<file path="src/rtl/snapshot_fifo.sv">
// snapshot_fifo: captures {i_b,i_a} from an upstream latch stage on every
// falling edge of its (synchronised) latch enable, and queues the snapshots
// in a DEPTH-entry FIFO for a ready/valid consumer.
// Optional feature: define SNAPSHOT_MISMATCH_EN to flag a head entry whose
// A and B halves differ; otherwise o_mismatch is tied low.
module snapshot_fifo #(
  parameter int V     = 8,
  parameter int DEPTH = 4
) (
  input  logic                     i_clk,
  input  logic                     i_arst,
  input  logic                     i_en,
  input  logic [V-1:0]             i_a,
  input  logic [V-1:0]             i_b,
  output logic [2*V-1:0]           o_data,
  output logic                     o_valid,
  input  logic                     i_ready,
  output logic [$clog2(DEPTH):0]   o_count,
  output logic                     o_full,
  output logic                     o_empty,
  output logic                     o_overflow,
  output logic                     o_mismatch
);

  localparam int AW = $clog2(DEPTH);
  localparam int CW = AW + 1;
  localparam int DW = 2 * V;

  typedef enum logic [1:0] {
    S_IDLE = 2'd0,
    S_OPEN = 2'd1,
    S_PUSH = 2'd2
  } state_t;

  logic          en_meta_q;
  logic          en_s_q;
  state_t        state_q, state_d;
  logic [AW-1:0] wr_ptr_q, wr_ptr_d;
  logic [AW-1:0] rd_ptr_q, rd_ptr_d;
  logic [CW-1:0] count_q, count_d;
  logic          overflow_q, overflow_d;
  logic [DW-1:0] mem_q [DEPTH];
  logic [DW-1:0] mem_d [DEPTH];

  logic          push_s;
  logic          pop_s;
  logic          full_s;
  logic          empty_s;
  logic          write_s;
  logic [DW-1:0] head_s;

  // Two-flop synchroniser: the only place raw i_en is sampled.
  always_ff @(posedge i_clk or posedge i_arst) begin
    if (i_arst) begin
      en_meta_q <= 1'b0;
      en_s_q    <= 1'b0;
    end else begin
      en_meta_q <= i_en;
      en_s_q    <= en_meta_q;
    end
  end

  // Capture FSM next state: one PUSH cycle per falling edge of en_s.
  always_comb begin
    state_d = S_IDLE;
    case (state_q)
      S_IDLE: begin
        if (en_s_q) state_d = S_OPEN;
        else        state_d = S_IDLE;
      end
      S_OPEN: begin
        if (!en_s_q) state_d = S_PUSH;
        else         state_d = S_OPEN;
      end
      S_PUSH: begin
        if (en_s_q) state_d = S_OPEN;
        else        state_d = S_IDLE;
      end
      default: state_d = S_IDLE;
    endcase
  end

  // FIFO control: a push into a full FIFO only lands if a pop frees a slot
  // in the same cycle; otherwise it is dropped and flagged.
  always_comb begin
    empty_s    = (count_q == {CW{1'b0}});
    full_s     = (count_q == CW'(DEPTH));
    push_s     = (state_q == S_PUSH);
    pop_s      = !empty_s && i_ready;
    write_s    = push_s && (!full_s || pop_s);
    wr_ptr_d   = wr_ptr_q;
    rd_ptr_d   = rd_ptr_q;
    count_d    = count_q;
    overflow_d = overflow_q;
    mem_d      = mem_q;
    if (write_s) begin
      mem_d[wr_ptr_q] = {i_b, i_a};
      wr_ptr_d        = wr_ptr_q + AW'(1);
    end else begin
      wr_ptr_d = wr_ptr_q;
    end
    if (pop_s) begin
      rd_ptr_d = rd_ptr_q + AW'(1);
    end else begin
      rd_ptr_d = rd_ptr_q;
    end
    if (write_s && !pop_s) begin
      count_d = count_q + CW'(1);
    end else if (pop_s && !write_s) begin
      count_d = count_q - CW'(1);
    end else begin
      count_d = count_q;
    end
    if (push_s && full_s && !pop_s) begin
      overflow_d = 1'b1;
    end else begin
      overflow_d = overflow_q;
    end
  end

  // State, pointer, count, sticky-overflow and storage registers.
  always_ff @(posedge i_clk or posedge i_arst) begin
    if (i_arst) begin
      state_q    <= S_IDLE;
      wr_ptr_q   <= {AW{1'b0}};
      rd_ptr_q   <= {AW{1'b0}};
      count_q    <= {CW{1'b0}};
      overflow_q <= 1'b0;
      for (int i = 0; i < DEPTH; i++) begin
        mem_q[i] <= {DW{1'b0}};
      end
    end else begin
      state_q    <= state_d;
      wr_ptr_q   <= wr_ptr_d;
      rd_ptr_q   <= rd_ptr_d;
      count_q    <= count_d;
      overflow_q <= overflow_d;
      for (int i = 0; i < DEPTH; i++) begin
        mem_q[i] <= mem_d[i];
      end
    end
  end

  // Output view of the head entry; data is forced to zero when empty.
  always_comb begin
    if (empty_s) begin
      head_s = {DW{1'b0}};
    end else begin
      head_s = mem_q[rd_ptr_q];
    end
  end

  assign o_data     = head_s;
  assign o_valid    = !empty_s;
  assign o_count    = count_q;
  assign o_full     = full_s;
  assign o_empty    = empty_s;
  assign o_overflow = overflow_q;

`ifdef SNAPSHOT_MISMATCH_EN
  assign o_mismatch = !empty_s && (head_s[V-1:0] != head_s[DW-1:V]);
`else
  assign o_mismatch = 1'b0;
`endif

endmodule

</file>
<file path="config.mk">
export PLATFORM = sky130hd
export DESIGN_NAME = snapshot_fifo
export DESIGN_NICKNAME = d
export VERILOG_FILES = /design/src/rtl/snapshot_fifo.sv
export SDC_FILE = /design/constraint.sdc
export NUM_CORES = 1
export LEC_CHECK = 0
export ABC_AREA = 1
export CAP_MARGIN = 20
export CORE_MARGIN = 10
export CORE_UTILIZATION = 49
export DETAILED_ROUTE_END_ITERATION = 10
export PLACE_DENSITY = 0.71
export SLEW_MARGIN = 40
export SYNTH_ARGS = -nofsm -noshare
export SYNTH_HDL_FRONTEND = slang
export SYNTH_SLANG_ARGS = --single-unit
</file>
<file path="constraint.sdc">
create_clock -name i_clk -period 2.65 [get_ports i_clk]
set_input_delay 0.53 -clock i_clk [delete_from_list [all_inputs] [get_ports i_clk]]
set_output_delay 0.53 -clock i_clk [all_outputs]
set_load 0.005 [all_outputs]
</file>
Yosys cells after proc, flatten, opt, wreduce, memory -nomap -nowiden
Index checks and enable logic that the tools add are counted.
- $add $sub $neg: 4
- multiply operators: 0
- div/mod/pow operators: 0
- order comparisons: 3
- equal/unequal tests: 3
- shifts and indexed selects: 0
- mux-type cells: 12
- bitwise logic cells: 2
- reduce and logical (&&, ||, !) cells: 16
- operator list (cell ; number):
    bitwise mux 64 bit ; 1
    2-to-1 mux 16 bit ; 4
    binary-select mux 16 bit (select 2 bit) ; 1
    demux 16 bit (select 2 bit) ; 1
    logical AND 1 bit ; 7
    >= comparator 3 bit (second input constant) ; 2
    2-to-1 mux 3 bit ; 2
    inverter 2 -> 3 bit ; 2
    adder 2 x 1 -> 2 bit (second input constant) ; 2
    zero test 1 bit ; 4
    one-hot mux 2 bit (2 select lines) ; 1
    adder 3 x 1 -> 3 bit (second input constant) ; 1
    == test 3 bit (second input constant) ; 1
    zero test 3 bit ; 1
    < comparator 3 x 1 -> 1 bit (second input constant) ; 1
    subtractor 3 x 1 -> 3 bit (second input constant) ; 1
    == test 2 x 1 -> 1 bit (second input constant) ; 1
    == test 2 bit (second input constant) ; 1
    zero test 2 bit ; 1
    2-to-1 mux 2 bit ; 1
    nonzero test 2 bit ; 1
    OR reduction 2 bit ; 1
    logical OR 1 bit ; 1
    2-to-1 mux 1 bit ; 1
- register bits: 76
- latch bits: 0
- bits in writable memories: 0
- ROM bits: 0
- bits of input ports: 20
- output and inout port bits: 24
- memories: 0

Logic depth before layout (Yosys ltp)
- depth after elaboration: 9
- mapped depth: 12

Worst setup path before layout
Ideal clock, no wire load.
- path kind: input to register
- from: input i_ready
- to: register count_q[2], in the netlist o_count[2]
- data arrival time: 1890 ps
- slack: 638 ps
- cell stages on the path: 11
- path buffers: 1
- cell sequence: inv_1 nand3_2 buf_4 nand2_1 inv_2 ha_1 inv_1 fa_1 nand2_1 nand3_1 xor2_1
- cells in the longest elaborated chain, start to end: 6
- ends and longest elaborated chain (item ; RTL line ; RTL):
    start: declaration ; 17 ; input logic i_ready,
    logical AND 1 bit * ; 89 ; pop_s = !empty_s && i_ready;
    logical OR 1 bit * ; 90 ; write_s = push_s && (!full_s || pop_s);
    logical AND 1 bit * ; 90 ;
    via write_s ; 49 ; logic write_s;
    zero test 1 bit ; 109 ; end else if (pop_s && !write_s) begin
    logical AND 1 bit ; 109 ;
    nonzero test 2 bit (no line) ; - ;
    end signal: assignment ; 127 ; count_q <= {CW{1'b0}};
    end signal: assignment ; 136 ; count_q <= count_d;
    end: declaration ; 40 ; logic [CW-1:0] count_q, count_d;
Mark *: on every way through the listed nets, which the timed path passes. The rest lies on a longest branch.
A chain may end at the register's enable or synchronous reset.

Worst setup path in the final report
- from: register rd_ptr_q[0]
- to: output o_data[9]
- cells in the longest elaborated chain, start to end: 5
- ends and longest elaborated chain (item ; RTL line ; RTL):
    start: declaration ; 39 ; logic [AW-1:0] rd_ptr_q, rd_ptr_d;
    start signal: assignment ; 126 ; rd_ptr_q <= {AW{1'b0}};
    start signal: assignment ; 135 ; rd_ptr_q <= rd_ptr_d;
    inverter 2 -> 3 bit (not written as such) ; 149 ; head_s = mem_q[rd_ptr_q];
    binary-select mux 16 bit (select 2 bit) ; 149 ;
    2-to-1 mux 16 bit (not written as such) (2 in a row) ; 149 ;
    2-to-1 mux 16 bit ; 146 ; if (empty_s) begin
    end: declaration ; 15 ; output logic [2*V-1:0] o_data,
Every way passes these cells. The select of a mux whose other input is x is not followed.

==> run summary <==
- 2 — Max Root-Sink Buffers
- 15 — critical-path maximum fanout
- 5991 um — detailed placer's ending HPWL
- 24 — number of distinct library cells after synthesis
- 15.76 um — routed length per placed instance
- 0 — number of flops mapped to enable cells by yosys
- 0 — number of synthesis warnings
- 17.76% — area added between synthesis and finish
- 0 — Setup Viol. Count Final
- nand2_1 — commonest non-fill, non-tap cell in the layout
- 6.225 ps — Max Clock Skew
- 0 ps — TNS Setup
- dfrtp_1 49%, nand2_1 20%, nand4_1 10% — cell types with the largest area share after synthesis
- 3380 — routed vias
- 76 — CTS sink count
- 0 — number of design rule violations left after detail routing
- output port — endpoint class of the critical path
- 0 — remaining global-route overflow
- 340 ps — worst-skew pair later-pin latency
- 2.299 nW — leakage power of the design
- 0 — fin. max-slew vios
- 256 — Detailed Route Iter0 Violations
- 44 — I/O pin cnt
- en_meta_q — beginning of the worst hold path
- flop — crit start category
- 42 — count of input and output buffers
- 9882 um — sum of routed wire length over all layers
- 39.19% — switching share of total power
- 32 — FP Rows
- 0 — number of max-cap violations
- 1146 mW/mm^2 — power density over the cells
- 0.007687 sq mm — core area
- 9 — total clock buffers created by CTS
- 0 — cell count of the worst hold path
- 49.16% — share of the yosys chip area belonging to registers
- 5 — number of optimization iterations in the first detailed-route pass
- 0 — Final Hold Vio Count
- 3.175 mW — internal cell power
- en_s_q — endpoint with the worst hold slack
- 108.9 um — die outline width
- 77 — maximum number of pins on one net before global-route repair
- 208 x nand2_1, 75 x dfrtp_1, 64 x nand4_1 — commonest non-fill, non-tap cells in the layout
- 51.18% — normalized max-slew margin
- 0 — Antenna Cells
- finished clean — status
- 7.911 sq um — Syn Area/Cell
- 2521 ps — final critical-path required period
- 732.2 ps — slew at the pin closest to its max-slew limit
- 2120 ps — Worst EP required
- 5.391 — vias per std cell
- 16.8% — Clock Power Share
- 3 — maximum level of the CTS H-tree
- 0.01185 sq mm — die footprint
- o_count[2] — endpoint of the worst register-to-register path
- 8.381% — fraction of layout cells with a size suffix above 1
- 0 — hold_buf cts
- 16780 um — global-route wire length before repair
- 515 — Mapped Nets
- 548 — nets@finish
- 613 — number of instances in the placed design
- 46.5% — part of the power in combinational logic
- 620 ps — setup slack, reg-to-reg
- 0 — setup bufs post-CTS
- 0 — initial antenna violation count
- 627 — non-filler instance count after layout
- dfrtp_1 — most common flop cell mapped by yosys
- 0 — post-cts sizing count
- 95.15% — Tcrit/Tclk final
- 108.9 um — vertical extent of the die
- 753.5 uV — maximum vdd drop
- 5.220 mW — total power
- reg -> reg — Min-Delay Path Class
- dfrtp_1 — cell type with the highest aggregate area in the netlist
- no — setup repair after global routing missed its margin
- done — TritonCTS clock tree
- 0.7914 — Placer Congestion
- 1990 ps — Arrival @ worst endpoint
- 351.6 ps — tightest hold margin
- 76 — post-synthesis register bit count
- 0.3966 GHz — maximum clock frequency
- 0.003869 sq mm — netlist area before placement
- 722 — fillers
- 70 ps — clock transition at the registers of the reported paths
- clkbuf_8 — buffer cell driving the clock tree root
- o_count[0] — source of the worst register-to-register timing path
- 50.33% — Starting Density
- reg -> out — Worst Setup Path Type
- 489 — Post-Synthesis Cells
- 3298 — number of global-route vias before repair
- 0 — final antenna-violating net count
- 9 — path depth of the worst reg2reg path
- 2.046 mW — switching power summed over all nets
- 36.6% — sequential cell fraction of total power
- 17.50% — gr usage total
- 100.0% — share of synthesized registers carrying an async set or reset
- 49.16% — share of the synthesized area in the top cell type
worst max path at each step:
stage,startpoint,end,slack [ps],depth (start not counted)
after CTS,rd_ptr_q[0],o_data[7],20,7
after floorplan,i_arst,en_meta_q,180,1
after global placement,i_ready,o_count[2],360,11
after global routing,rd_ptr_q[0],o_data[1],10,7
after detailed placement,i_ready,mem_q[27],300,8
final,rd_ptr_q[0],o_data[9],130,7
state kept, by name, indices dropped and copies added (netlist names):
name,cells
en_meta_q,1
rd_ptr_q,2
o_count,3
mem_q,64
o_overflow,1
en_s_q,1
state_q,2
wr_ptr_q,2
through the flow:
step	area (sq um)	setup slack (ps)	util (%)
after global placement	4349	359.0	56.58
after CTS	4539	21.60	59.05
after global routing	4556	9.837	59.26
after detailed placement	4349	299.4	56.58
after floorplan	3869	181.7	-
final	4556	128.6	59.26
cell families (layout without fill, tap and decap cells):
logic type,after synthesis,after routing,synth area share [%]
simple gates,316,316,36.00
flops,76,76,49.16
buf+inv,52,88,7.244
compound gates,34,34,4.463
fa+ha+maj,6,6,2.135
xor+xnor,4,4,0.9057
other cells,1,1,0.09693
worst max-delay path, cell delays in order (launching register included):
cell and delay (ps):
dfrtp_2 450, inv_6 150, buf_4 200, nand2_1 60, nand2_1 50, nand2_1 50, a21oi_1 160, clkdlybuf4s50_1 520
routing by layer:
layer  up-vias  GRT usage (%)  wire length [um]
li1       1656              -                 -
met1      1612          23.40              4432
met2       101          27.84              4713
met3        11          3.599               631
met4         0          5.650               105
met5         -              0                 0
cell type report:
type | instances | area [sq um] | share of cell area (%)
repair buffers | 60 | 588.1 | 12.91
flip-flops and latches | 76 | 1903 | 41.77
inverters | 14 | 60.06 | 1.318
well taps | 102 | 127.6 | 2.801
clock inverters | 2 | 35.03 | 0.7690
multi-input cells | 361 | 1687 | 37.02
clock buffers | 12 | 155.1 | 3.406
power by group through the flow:
stage	Clock [mW]	Combinational [mW]	Sequential, mW
2_1_floorplan	0	1.47	1.85
3_3_place_gp	0	2.39	1.90
3_5_place_dp	0	2.42	1.92
4_1_cts	0.896	2.43	1.90
5_1_grt	0.943	2.75	1.97
6_report	0.878	2.43	1.91
cell usage after synthesis (2+ instances only):
| master | count |
|---|---|
| nand2_1 | 208 |
| dfrtp_1 | 76 |
| nand4_1 | 64 |
| nor2_1 | 33 |
| buf_2 | 17 |
| o21ai_0 | 17 |
| a21oi_1 | 16 |
| inv_1 | 10 |
| buf_4 | 9 |
| ha_1 | 5 |
| nand3_2 | 5 |
| buf_1 | 4 |
| buf_6 | 4 |
| clkbuf_1 | 4 |
| inv_2 | 4 |
| nand3_1 | 3 |
| xnor2_1 | 2 |
| xor2_1 | 2 |
(Power assumes the default switching activity.)
==> RTL edit 1: new RTL, same settings <==
Build with the macro `SNAPSHOT_MISMATCH_EN` defined.
--- a/src/rtl/snapshot_fifo.sv
+++ b/src/rtl/snapshot_fifo.sv
@@ -3,6 +3,8 @@
 // in a DEPTH-entry FIFO for a ready/valid consumer.
 // Optional feature: define SNAPSHOT_MISMATCH_EN to flag a head entry whose
 // A and B halves differ; otherwise o_mismatch is tied low.
+`define SNAPSHOT_MISMATCH_EN
+
 module snapshot_fifo #(
   parameter int V     = 8,
   parameter int DEPTH = 4
Check against the original RTL: not equivalent (Yosys sat finds a counterexample within 10 cycles, from zero or initial values and one cycle with i_arst high).
==> RTL edit 1 against the original RTL <==
Synthesized area shrank 1.0%; critical path type unchanged; count of clock-buffer cells in the layout shrank 2; sequential cell count is the same; cell area grew 2.3%; worst setup slack lost 52 ps; first-iteration DRC count shrank 36%; sequential share of layout area shrank 0.89 points; power grew 17%; routed wire length shrank 3.6%; utilization grew 1.7 points; non-clock buffer count shrank 1; worst hold slack gained 8.5 ps.
==> RTL edit 1: results (changes against the original RTL) <==
{| class="wikitable"
! Metric !! Value
|-
| Run status || completed (unchanged)
|-
| Syn_nets || 510 (was 515)
|-
| Worst setup slack before clock tree synthesis || 176 ps (was 299 ps)
|-
| Met2 wire len || 4680 um (was 4710 um)
|-
| Netlist cell types || 25 (was 24)
|-
| Synthesized area divided by synthesized cell count || 7.91 um2 (about the same)
|-
| P_leak || 2.38 nW (was 2.30 nW)
|-
| Final nets || 557 (was 548)
|-
| CP max stage cell || dfrtp_4 (was clkdlybuf4s50_1)
|-
| Hpwl dp || 6130 um (was 5990 um)
|-
| Average vias per placed instance || 5.20 (was 5.39)
|-
| Final wirelength || 9530 um (was 9880 um)
|-
| Hold crit path type || flop to flop (unchanged)
|-
| Root buffer selected by CTS || clkbuf_8 (unchanged)
|-
| Clock slew at reported path FFs || ~80 ps
|-
| Minimum setup slack among reg-to-reg paths || 440 ps (was 620 ps)
|-
| FILL cells || 686 (was 722)
|-
| Placed insts || 614 (was 613)
|-
| Minimum hold slack || 360 ps (was 352 ps)
|-
| Metal-1 WL || 4200 um (was 4430 um)
|-
| GRT Resource Usage Total || 16.1% (was 17.5%)
|-
| Hold worst-path end || en_s_q (unchanged)
|-
| Post-cts gate resize count || 8 (was 0)
|-
| Total via count after detailed routing || 3318 (was 3380)
|-
| Startpoint of the worst-slack reg-to-reg timing path || o_count[2] (was o_count[0])
|-
| Switching pwr || 0.00249 W (was 0.00205 W)
|-
| Final GP Congestion || 0.820 (was 0.791)
|-
| Max IR drop VDD || 0.444 mV (was 0.753 mV)
|-
| Number of global-route vias before repair || 3156 (was 3298)
|-
| Largest fanout on the critical path || 7 (was 15)
|-
| Area after detailed placement || 4280 um2 (was 4350 um2)
|-
| Area taken by multi-input logic gates || 1620 um2 (was 1690 um2)
|-
| DRC violation total after the first TritonRoute iteration || 164 (was 256)
|-
| Port bufs || 43 (was 42)
|-
| Synth top cells by count || nand2_1 (174), dfrtp_1 (76), o21ai_0 (50) (was nand2_1 (208), dfrtp_1 (76), nand4_1 (64))
|-
| Worst max-slew margin expressed relative to the limit || 56.4% (was 51.2%)
|-
| Clock insertion delay at the later pin of the skew report || about 350 ps
|-
| Fraction of layout cells with a size suffix above 1 || 11.0% (was 8.38%)
|-
| Wire length of the first global-routing pass || 15300 um (was 16800 um)
|-
| Top post-synthesis cells by area || dfrtp_1 (50%), nand2_1 (17%), o21ai_0 (6.5%), nand3_1 (6.3%), inv_1 (3.6%) (was dfrtp_1 (49%), nand2_1 (20%), nand4_1 (10%), nor2_1 (3.2%), buf_2 (2.2%))
|-
| Maximum level of the CTS H-tree || 3 (unchanged)
|-
| Maximum number of pins on one net before global-route repair || 77 (unchanged)
|-
| Setup skew after layout || 8.40 ps (was 6.23 ps)
|-
| Destination of the worst register-to-register timing path || o_count[1] (was o_count[2])
|-
| Seq/Total Area, Yosys || 49.7% (was 49.2%)
|-
| Met3 layer wire length in the routed design || 513 um (was 631 um)
|-
| CP Data Arrival Time || 2040 ps (was 1990 ps)
|-
| Largest stage delay on the critical path || 570 ps (was 520 ps)
|}
[RTL edit 1: cell types whose count changed in the layout (fill, tap and decap cells not counted), moves of 3 or more]
cell	change
a21oi_1	-15
and2_1	+5
buf_4	-5
inv_1	+27
nand2_1	-34
nand2_2	+5
nand3_1	+37
nand3_2	+3
nand4_1	-63
nor2_1	-9
o21ai_0	+33
o21ai_1	+16
[RTL edit 1: layout make-up]
type | count | area share (%)
Inverter | 42 | 3.70
Multi-Input combinational cell | 342 | 34.8
Clock inverter | 6 | 1.53
Clock buffer | 10 | 2.74
Tap cell | 102 | 2.74
Timing Repair Buffer | 59 | 13.4
Sequential cell | 76 | 40.9
Timing Repair inverter | 1 | 0.188
[RTL edit 1: layer usage]
layer	up-vias	GRT usage, %
li1	1623	-
met1	1605	20.2
met2	81	26.3
met3	9	4.46
met4	0	4.90
met5	-	0
[RTL edit 1: power groups by stage]
stage | clock [W] | combinational [W] | sequential, W
after CTS | 0.000915 | 0.00299 | 0.00198
after global routing | 0.000962 | 0.00358 | 0.00206
final | 0.000895 | 0.00318 | 0.00201
after floorplan | 0 | 0.00190 | 0.00190
after global placement | 0 | 0.00283 | 0.00196
after detailed placement | 0 | 0.00288 | 0.00197
[RTL edit 1: cells by family after synthesis]
family,after synthesis,share of synthesized area (%)
AO/OA/AOI/OAI,69,9.18
XOR/XNOR,5,1.14
adder cells (fa/ha/maj),6,2.16
buffers and inverters,66,9.15
flip-flops,76,49.7
multiplexers,1,0.294
AND/OR/NAND/NOR,261,28.4
[RTL edit 1: worst max path at each step]
stage,from,to,slack [ps]
floorplan,i_arst,en_meta_q,180
global route,rd_ptr_q[0],o_mismatch,-60
CTS,rd_ptr_q[0],o_mismatch,20
finish,rd_ptr_q[0],o_data[8],80
detailed placement,i_ready,o_count[1],180
global placement,i_ready,o_count[1],200
==> RTL edit 2: new RTL, same flow settings <==
Without the edit above. The 3 states of `state_t` get a one-hot encoding in 3 bits.
--- a/src/rtl/snapshot_fifo.sv
+++ b/src/rtl/snapshot_fifo.sv
@@ -26,10 +26,10 @@
   localparam int CW = AW + 1;
   localparam int DW = 2 * V;
 
-  typedef enum logic [1:0] {
-    S_IDLE = 2'd0,
-    S_OPEN = 2'd1,
-    S_PUSH = 2'd2
+  typedef enum logic [2:0] {
+    S_IDLE = 3'b001,
+    S_OPEN = 3'b010,
+    S_PUSH = 3'b100
   } state_t;
 
   logic          en_meta_q;
Function: same outputs for any inputs over 10 cycles, from zero or initial values and one cycle with i_arst high; not proved beyond that.
==> RTL edit 2 against the original RTL <==
Sequential cell count is 1 higher; largest cell class unchanged; synthesized area increased by 0.42%; largest power group unchanged; worst setup slack got worse by 19 ps; routed wire length increased by 8.4%; power fell by 14%; cell area increased by 2.4%; final cell count up 2.2%; synthesized cell count is 1.0% higher.
==> RTL edit 2: results (changes against the original RTL) <==
{| class="wikitable"
! Metric !! Value
|-
| Run status || completed (unchanged)
|-
| Worst setup slack before clock tree synthesis || 239 ps (was 299 ps)
|-
| Worst max-slew margin expressed relative to the limit || 53.4% (was 51.2%)
|-
| P_leak || 2.39 nW (was 2.30 nW)
|-
| Final GP Congestion || 0.805 (was 0.791)
|-
| #FFs+latches synth || 77 (was 76)
|-
| Wire per inst || 16.7 um (was 15.8 um)
|-
| CP Data Arrival Time || 2010 ps (was 1990 ps)
|-
| Switching pwr || 0.00175 W (was 0.00205 W)
|-
| Register-to-Register Path Depth || 8 (was 9)
|-
| Final nets || 560 (was 548)
|-
| Top post-synthesis cells by area || dfrtp_1 (49%), nand2_1 (20%), nand4_1 (10%), nor2_1 (3.3%), a21oi_1 (2.2%) (was dfrtp_1 (49%), nand2_1 (20%), nand4_1 (10%), nor2_1 (3.2%), buf_2 (2.2%))
|-
| Length of the first detailed-routing pass in iterations || 4 (was 5)
|-
| Clock insertion delay at the later pin of the skew report || 360 ps (was 340 ps)
|-
| Setup skew after layout || 9.24 ps (was 6.23 ps)
|-
| Fraction of layout cells with a size suffix above 1 || 10.2% (was 8.38%)
|-
| Non-clock buffer share || 13.9% (was 12.9%)
|-
| Wire length of the first global-routing pass || 17700 um (was 16800 um)
|-
| Placed insts || 622 (was 613)
|-
| Area taken by multi-input logic gates || 1710 um2 (was 1690 um2)
|-
| Logic gate share of total power || 44.1% (was 46.5%)
|-
| Startpoint of the worst-slack reg-to-reg timing path || state_q[1] (was o_count[0])
|-
| Combinational-cell power consumption || 0.00198 W (was 0.00243 W)
|-
| Multi-input comb cells || 366 (was 361)
|-
| Number of non-filler instances in the completed layout || 641 (was 627)
|-
| Maximum number of pins on one net before global-route repair || 70 (was 77)
|-
| Largest stage delay on the critical path || 540 ps (was 520 ps)
|-
| Number of global-route vias before repair || 3483 (was 3298)
|-
| Signal buffers || 67 (was 60)
|-
| Non-clock inverters || 13 (was 14)
|-
| Syn_nets || 520 (was 515)
|-
| DRC violation total after the first TritonRoute iteration || 244 (was 256)
|-
| Minimum setup slack among reg-to-reg paths || 660 ps (was 620 ps)
|-
| Netlist cell types || 28 (was 24)
|-
| Synthesized area divided by synthesized cell count || 7.86 um2 (was 7.91 um2)
|-
| Clk_buf instances || 10 (was 12)
|-
| Largest fanout on the critical path || 20 (was 15)
|-
| Synth top cells by count || nand2_1 (210), dfrtp_1 (76), nand4_1 (65) (was nand2_1 (208), dfrtp_1 (76), nand4_1 (64))
|-
| Total via count after detailed routing || 3582 (was 3380)
|}
## RTL edit 2: worst max-delay path by stage
stage                      endpoint  slack [ps]  cells past startpoint
after floorplan           en_meta_q         150                      1
after global placement    mem_q[24]         280                      8
after detailed placement  mem_q[28]         240                      8
after CTS                 o_data[4]          50                      6
after global routing      o_data[2]          -5                      6
final                     o_data[4]         110                      7
## RTL edit 2: cells by family (layout without fill, tap and decap cells)
| logic type | Yosys count | in the layout | share of synthesized area, % |
|---|---|---|---|
| compound gates | 36 | 36 | 4.77 |
| flops | 77 | 77 | 49.6 |
| simple gates | 320 | 320 | 35.8 |
| fa+ha+maj | 6 | 6 | 2.13 |
| xor+xnor | 3 | 3 | 0.676 |
| buf+inv | 51 | 96 | 6.86 |
| other cells | 1 | 1 | 0.0965 |
## RTL edit 2: repair_timing
item / 4_1_cts / 5_1_grt
buffers inserted: 0 / 3
hold buffers: 0 / 0
pin swaps: 0 / 0
endpoints found under the setup margin: 2 / 12
resized for setup: 3 / 9
## RTL edit 2: through the flow
stage / TNS (ps) / hold slack [ps] / cell area [um2]
CTS: 0 / 356 / 4610
global route: -5.88 / 374 / 4660
global placement: 0 / 336 / 4410
floorplan: 0 / 331 / 3880
detailed placement: 0 / 337 / 4410
finish: 0 / 356 / 4660
## RTL edit 2: routing by layer
layer | global-route usage, % | wire length [um] | vias up
met4 | 6.69 | 126 | 0
met5 | 0 | 0 | -
met3 | 4.13 | 881 | 14
met1 | 23.9 | 4560 | 1725
met2 | 30.5 | 5150 | 134
li1 | - | - | 1709
